===== src/rtl/lz4_win_feeder.sv =====
// rtl/lz4_win_feeder.sv - 32-bit word to sliding 4-byte window feeder for an LZ4 match engine
module lz4_win_feeder (
    input  logic        clk,
    input  logic        rstN,
    input  logic        in_valid,
    output logic        in_ready,
    input  logic [31:0] in_data,
    input  logic        in_last,
    input  logic [2:0]  in_bytes,
    input  logic [2:0]  adv_bytes,
    output logic [31:0] win_data,
    output logic [2:0]  win_avail,
    output logic [2:0]  incr_bytes,
    output logic        done
);

    typedef enum logic [1:0] {S_RUN, S_DRAIN, S_DONE} state_t;

    state_t      state, state_next;
    logic [63:0] buf_q, buf_next;
    logic [3:0]  cnt, cnt_next;
    logic [3:0]  remain;
    logic [2:0]  adv_eff;
    logic [2:0]  acc_bytes;
    logic        accept;
    logic [31:0] in_mask;
    logic [63:0] shifted;
    logic [63:0] incoming;

    always_comb begin
        win_avail  = (cnt > 4'd4) ? 3'd4 : cnt[2:0];
        adv_eff    = (adv_bytes > 3'd4) ? 3'd4 : adv_bytes;
        incr_bytes = (adv_eff < win_avail) ? adv_eff : win_avail;
        win_data   = buf_q[31:0];
        done       = (state == S_DONE);
        // Readiness is a function of registered state only, so it never waits on the consumer.
        in_ready   = rstN && (state == S_RUN) && (cnt <= 4'd4);
        accept     = in_valid && in_ready;
        acc_bytes  = !in_last ? 3'd4 : ((in_bytes > 3'd4) ? 3'd4 : in_bytes);
    end

    always_comb begin
        in_mask = 32'hFFFF_FFFF;
        case (acc_bytes)
            3'd0:    in_mask = 32'h0000_0000;
            3'd1:    in_mask = 32'h0000_00FF;
            3'd2:    in_mask = 32'h0000_FFFF;
            3'd3:    in_mask = 32'h00FF_FFFF;
            default: in_mask = 32'hFFFF_FFFF;
        endcase
    end

    // Retire first, then append behind the survivors; bytes beyond cnt stay zero.
    always_comb begin
        remain   = cnt - {1'b0, incr_bytes};
        shifted  = buf_q >> {incr_bytes, 3'b000};
        incoming = {32'h0, in_data & in_mask} << {remain[2:0], 3'b000};
        buf_next = accept ? (shifted | incoming) : shifted;
        cnt_next = remain + (accept ? {1'b0, acc_bytes} : 4'd0);
    end

    always_comb begin
        state_next = state;
        case (state)
            S_RUN: begin
                if (accept && in_last)
                    state_next = (cnt_next == 4'd0) ? S_DONE : S_DRAIN;
            end
            S_DRAIN: begin
                if (cnt_next == 4'd0)
                    state_next = S_DONE;
            end
            S_DONE:  state_next = S_RUN;
            default: state_next = S_RUN;
        endcase
    end

    always_ff @(posedge clk) begin
        if (!rstN) begin
            state <= S_RUN;
            cnt   <= 4'd0;
            buf_q <= 64'h0;
        end else begin
            state <= state_next;
            cnt   <= cnt_next;
            buf_q <= buf_next;
        end
    end

endmodule


===== config.mk =====
export PLATFORM = sky130hd
export DESIGN_NAME = lz4_win_feeder
export DESIGN_NICKNAME = d
export VERILOG_FILES = /design/src/rtl/lz4_win_feeder.sv
export SDC_FILE = /design/constraint.sdc
export NUM_CORES = 1
export LEC_CHECK = 0
export ABC_AREA = 1
export ABC_CLOCK_PERIOD_IN_PS = 4500
export CAP_MARGIN = 20
export CORE_UTILIZATION = 40
export DETAILED_ROUTE_END_ITERATION = 10
export PLACE_DENSITY_LB_ADDON = 0.2
export SKIP_LAST_GASP = 1
export SLEW_MARGIN = 40
export SYNTH_ARGS = -nofsm -noshare
export SYNTH_HDL_FRONTEND = slang
export SYNTH_SLANG_ARGS = --single-unit

===== constraint.sdc =====
create_clock -name clk -period 4.5 [get_ports clk]
set_input_delay 0.45 -clock clk [delete_from_list [all_inputs] [get_ports clk]]
set_output_delay 0.45 -clock clk [all_outputs]
set_load 0.05 [all_outputs]

## After elaboration in Yosys (flattened, before gate mapping)

Cells that the tools add are included.
Widths: inputs -> output; s select.

- Flip-flop bits (word level): 70
- Memories: 0
- Logic and storage cells: 41
- Memory bits (writable): 0
- Bits in latches: 0
- ROM bits: 0
- Input bits: 42

- Add/sub/neg operators: 2
- Divide/modulo/power cells: 0
- Shift operators: 2
- Muxes and demuxes: 12
- $lt $le $gt $ge: 5
- Reductions and logical operators: 8
- Equality and inequality tests: 7
- Bitwise operators: 2
- $mul: 0

Operators with widths:

| operator | count |
|---|---|
| $pmux 32 s4 | 1 |
| $mux 64 | 1 |
| $or 64x64->64 | 1 |
| $shl 32x6->64 | 1 |
| $shr 64x6->64 | 1 |
| $and 32x32->32 | 1 |
| $mux 3 | 6 |
| $eq 3x2->1 const B | 2 |
| $gt 3x3->1 const B | 2 |
| $mux 2 | 3 |
| $add 4x3->4 | 1 |
| $gt 4x3->1 const B | 1 |
| $le 4x3->1 const B | 1 |
| $logic_and 1x1->1 | 4 |
| $logic_not 4->1 | 1 |
| $pmux 2 s2 | 1 |
| $sub 4x3->4 | 1 |
| $eq 3x1->1 const B | 1 |
| $logic_not 3->1 | 1 |
| $lt 3x3->1 | 1 |
| $eq 2x1->1 const B | 1 |
| $eq 2x2->1 const B | 1 |
| $logic_not 2->1 | 1 |
| $ne 2x1->1 const B | 1 |
| 2 further kinds | 2 |

## Logic depth before layout (Yosys ltp)

- Depth in word-level cells: 10
- Mapped depth: 26
- Gate-level depth less buffers: 23

## Worst setup path before layout

OpenSTA, ideal clock, no wires.

- Kind: reg2reg
- Start point: reg cnt[1]
- End point: reg state[1]
- Clock period less this slack: 4.791 ns
- Data arrival time: 4.671 ns
- Data required time: 4.380 ns
- Setup slack: -0.291 ns
- Stages on the path, launching flop included: 25
- Buffers on the path: 4
- Cells stage by stage: dfxtp_1 o21ai_2 nand2_2 nor2_1 inv_1 ha_1 a21oi_1 nand2_2 nand2_2 nand2_1 buf_4 buf_4 ha_1 fa_1 clkbuf_1 inv_1 clkbuf_1 ha_1 nand3_1 nand2_1 xor2_1 xor2_1 inv_1 nand2_1 nor2_1

- Longest elaborated chain between the ends: 10
- Elaborated cells between the ends (all ways): 18
- Classes of those cells: 2 x add/sub; 3 x order compare; 2 x eq/ne; 6 x mux; 5 x reduce/logical

Ends and longest elaborated chain:

| item | RTL line | text |
|---|---|---|
| start: declaration | 21 | `logic [3:0] cnt, cnt_next;` |
| start signal: assignment | 85 | `cnt <= cnt_next;` |
| $gt 4x3->1 | 31 | `win_avail = (cnt > 4'd4) ? 3'd4 : cnt[2:0];` |
| $mux 3 * | 31 |  |
| via win_avail[1] | 12 | `output logic [2:0] win_avail,` |
| $lt 3x3->1 * | 33 | `incr_bytes = (adv_eff < win_avail) ? adv_eff : win_avail;` |
| $mux 3 * | 33 |  |
| via incr_bytes[0] | 13 | `output logic [2:0] incr_bytes,` |
| $sub 4x3->4 * | 55 | `remain = cnt - {1'b0, incr_bytes};` |
| $add 4x3->4 * | 59 | `cnt_next = remain + (accept ? {1'b0, acc_bytes} : 4'd0);` |
| $logic_not 4->1 * | 67, 70 |  |
| $mux 2 | 67 | `state_next = (cnt_next == 4'd0) ? S_DONE : S_DRAIN;` |
| $mux 2 | 66 | `if (accept && in_last)` |
| $pmux 2 s2 | 64 | `case (state)` |
| end signal: assignment | 84 | `state <= state_next;` |
| end: declaration | 19 | `state_t state, state_next;` |

Mark *: on every way through the listed nets, which the timed path passes. The rest lies on a longest branch. The select of a mux whose other input is x is not followed.
A chain may end at the register's enable or synchronous reset.

## Final worst setup path

- Start point: reg cnt[1]
- End point: reg state[1]

- Longest elaborated chain between the ends: 10
- Elaborated cells between the ends (all ways): 18
- Classes of those cells: 2 x add/sub; 3 x order compare; 2 x eq/ne; 6 x mux; 5 x reduce/logical

Ends and longest elaborated chain:

| item | RTL line |
|---|---|
| $gt 4x3->1 | 31 |
| $mux 3 | 31 |
| $lt 3x3->1 | 33 |
| $mux 3 | 33 |
| $sub 4x3->4 | 55 |
| $add 4x3->4 | 59 |
| $logic_not 4->1 | 67, 70 |
| $mux 2 | 67 |
| $mux 2 | 66 |
| $pmux 2 s2 | 64 |

Parallel ways exist; a longest one is shown, timed or not. The select of a mux whose other input is x is not followed.

==> flow_summary.json <==
{
  "fmax_mhz": 251,
  "dp_cells": 1159,
  "skew_ns": 0.00918,
  "hold_viol_final": 0,
  "cp_slowest_cell": "fa_1",
  "drc": 0,
  "drt-vias-per-instance": 5.42,
  "hold_path_startpoint": "state[1]$_SDFFE_PN0P_",
  "clock_latency_ns": 0.34,
  "grt_pass1_vias": 5493,
  "syn_area_mm2": 0.00585,
  "criticalPathCategory": "flip-flop to flip-flop",
  "pin_count": 82,
  "cts_setup_buffers": 0,
  "worst-endpoint-arrival_ns": 4.21,
  "ys_seq_area_share_pct": 23.9,
  "max_cap_viol_count": 0,
  "crit_family": "adder cells",
  "drtIter0Drc": 582,
  "place_congestion": 0.870,
  "area_growth_pct": 15.9,
  "nNetsFinal": 1043,
  "drive_above_1_share_pct": 6.13,
  "yosysWarnings": 0,
  "overflow": 0,
  "cp_max_fo": 10,
  "synth_cell_type_count": 36,
  "regToRegStartpoint": "cnt[1]$_SDFF_PN0_",
  "drtPass1Iterations": 6,
  "die_y_um": 123,
  "cp-start-kind": "flip-flop",
  "synthArstFlopShare_pct": 0,
  "fin_crit_ns": 3.98,
  "fp-row-count": 43,
  "syn_nets": 1037,
  "worstPathRequired_ns": 4.73,
  "final_cells": 1175,
  "port_buffers": 81,
  "hp-class": "flip-flop to flip-flop",
  "clockBufferDepth": 2,
  "setup_viol": 0,
  "cts_inserted_buffers": 9,
  "synth-seq-cells": 70,
  "drt-wirelength-per-cell_um": 15.3,
  "coreArea_mm2": 0.0141,
  "die_x_um": 123,
  "crit_cells": 22,
  "die_area_mm2": 0.0151,
  "status": "finished, final reports clean",
  "cts_root_buf": "clkbuf_16",
  "worst-r2r-cell-count": 22,
  "diodes": 0,
  "finalCritPeriodShare_pct": 88.5,
  "grt_max_degree": 63,
  "clock-sinks": 70,
  "setup_tns_ns": 0,
  "critPathCaptureType": "flip-flop",
  "slew_headroom_pct": 53.4,
  "final_max_slew_viol_count": 0,
  "antenna_left": 0,
  "initial_core_util_pct": 41.5,
  "synth_ff_type": "dfxtp_1",
  "cts_tree": "built",
  "dpl.hpwl_um": 12400,
  "clkTransAtPathRegs_ns": 0.06,
  "postCtsResizedCells": 0,
  "whs_path_depth": 3,
  "rsz0062_at_grt": "false",
  "cp_num_buf_inv": 4,
  "tightest_slew_ns": 0.699,
  "htree_levels": 3,
  "crit_start": "cnt[1]$_SDFF_PN0_",
  "slowest_delay_ns": 0.43,
  "grtUsageTotal_pct": 24.9,
  "ctsHoldBuffers": 0,
  "vias": 6368,
  "postSynthCellCount": 984,
  "drt_wl_total_um": 18000,
  "synth-edff-count": 0,
  "antenna_found_initial": 0,
  "postSynthAreaPerCell_um2": 5.95,
  "grt_pass1_wl_um": 29200,
  "critical_path.cell_chain": "o21ai_2 -> nand2_2 -> nor2_1 -> inv_1 -> ha_1 -> inv_1 -> a21oi_1 -> nand2_2 -> nand2_2 -> nand2_1 -> ha_1 -> fa_1 -> xor2_2 -> inv_4 -> ha_1 -> a21oi_1 -> nand2_1 -> xor2_1 -> xor2_1 -> inv_1 -> nand2_1 -> nor2_1"
}
worst reg2reg max path, stage by stage, from the launching register on:
cell and delay, ns:
dfxtp_1 0.33, o21ai_2 0.17, nand2_2 0.13, nor2_1 0.19, inv_1 0.09, ha_1 0.30
inv_1 0.04, a21oi_1 0.30, nand2_2 0.13, nand2_2 0.08, nand2_1 0.08, ha_1 0.22
fa_1 0.43, xor2_2 0.22, inv_4 0.10, ha_1 0.34, a21oi_1 0.14, nand2_1 0.07
xor2_1 0.16, xor2_1 0.17, inv_1 0.09, nand2_1 0.06, nor2_1 0.04
path summary, 6_finish.rpt:
| check | endpoint | slack [ns] |
|---|---|---|
| setup / recovery | state[1]$_SDFFE_PN0P_ | 0.52 |
| hold / removal | state[1]$_SDFFE_PN0P_ | 0.57 |
| setup reg to reg | state[1]$_SDFFE_PN0P_ | 0.52 |
| hold reg to reg | state[1]$_SDFFE_PN0P_ | 0.57 |
state kept, by name, indices dropped and copies added (netlist names):
name	cells
cnt	4
buf_q	64
state	2
logic make-up (layout without fill, tap and decap cells):
logic type | Yosys count | in the layout | synth area share (%)
adder cells (fa/ha/maj) | 11 | 11 | 2.61
XOR/XNOR | 4 | 4 | 0.727
flip-flops | 70 | 70 | 23.9
AO/OA/AOI/OAI | 124 | 124 | 11.0
AND/OR/NAND/NOR | 597 | 597 | 46.6
buffers and inverters | 178 | 189 | 15.1
through the flow:
stage               area, um^2  setup slack (ns)  hold slack [ns]  utilization, %
floorplan                 5860          0.000266            0.527               -
global placement          6440             0.530            0.559            45.7
detailed placement        6440             0.428            0.569            45.7
CTS                       6780             0.504            0.578            48.1
global route              6780             0.152            0.613            48.1
finish                    6780             0.517            0.571            48.1
cell usage after synthesis (2+ instances only):
library cell  instances  area, um^2
or2_0                 8        50.1
nand2_1             198         743
a22oi_1               6        45.0
nor2_1               76         285
or2_2                 3        18.8
nand3_1             282        1410
nor3_1               11        55.1
buf_1                 8        30.0
a21oi_1              61         305
o21ai_0              46         230
xor2_1                3        26.3
buf_6                 4        45.0
fa_1                  2        40.0
inv_1                65         244
buf_2                19        95.1
ha_1                  9         113
dfxtp_1              70        1400
inv_2                 6        22.5
o21ai_1               9        45.0
clkbuf_1             31         116
nand3b_1              6        45.0
buf_4                43         323
nand2_2               4        25.0
nor2_2                2        12.5
layout by cell type, fill, tap and decap left out, types with 3 or more instances in the layout:
| cell type | netlist | routed |
|---|---|---|
| dfxtp_1 | 70 | 70 |
| nor2_1 | 76 | 75 |
| o21ai_1 | 9 | 8 |
| clkdlybuf4s50_1 | 0 | 80 |
| a21oi_1 | 61 | 61 |
| nand3_1 | 282 | 282 |
| bufinv_16 | 0 | 3 |
| nor3_1 | 11 | 11 |
| or2_0 | 8 | 8 |
| xor2_1 | 3 | 3 |
| a22oi_1 | 6 | 6 |
| ha_1 | 9 | 9 |
| nand2_2 | 4 | 4 |
| o21ai_0 | 46 | 46 |
| nand2_1 | 198 | 198 |
| clkinv_2 | 0 | 3 |
| inv_1 | 65 | 65 |
| or2_2 | 3 | 3 |
| buf_4 | 43 | 19 |
| clkbuf_16 | 0 | 9 |
| inv_2 | 6 | 6 |
| nand3b_1 | 6 | 6 |
layout make-up:
cell class	count	area [um^2]
Clock inverter	7	113
Sequential cell	70	1400
Tap cell	180	225
Clock buffer	9	225
Inverter	73	277
Timing Repair Buffer	100	963
Multi-Input combinational cell	736	3580
Fill cell	1531	7320
layer usage:
layer	track usage [%]	wire length (um)
met5	0	0
met4	6.86	200
met3	3.14	1420
met2	33.5	6900
met1	40.0	9450
Power is not shown: default switching activity piles up to over one toggle a cycle in this logic, so the estimate is an artifact.
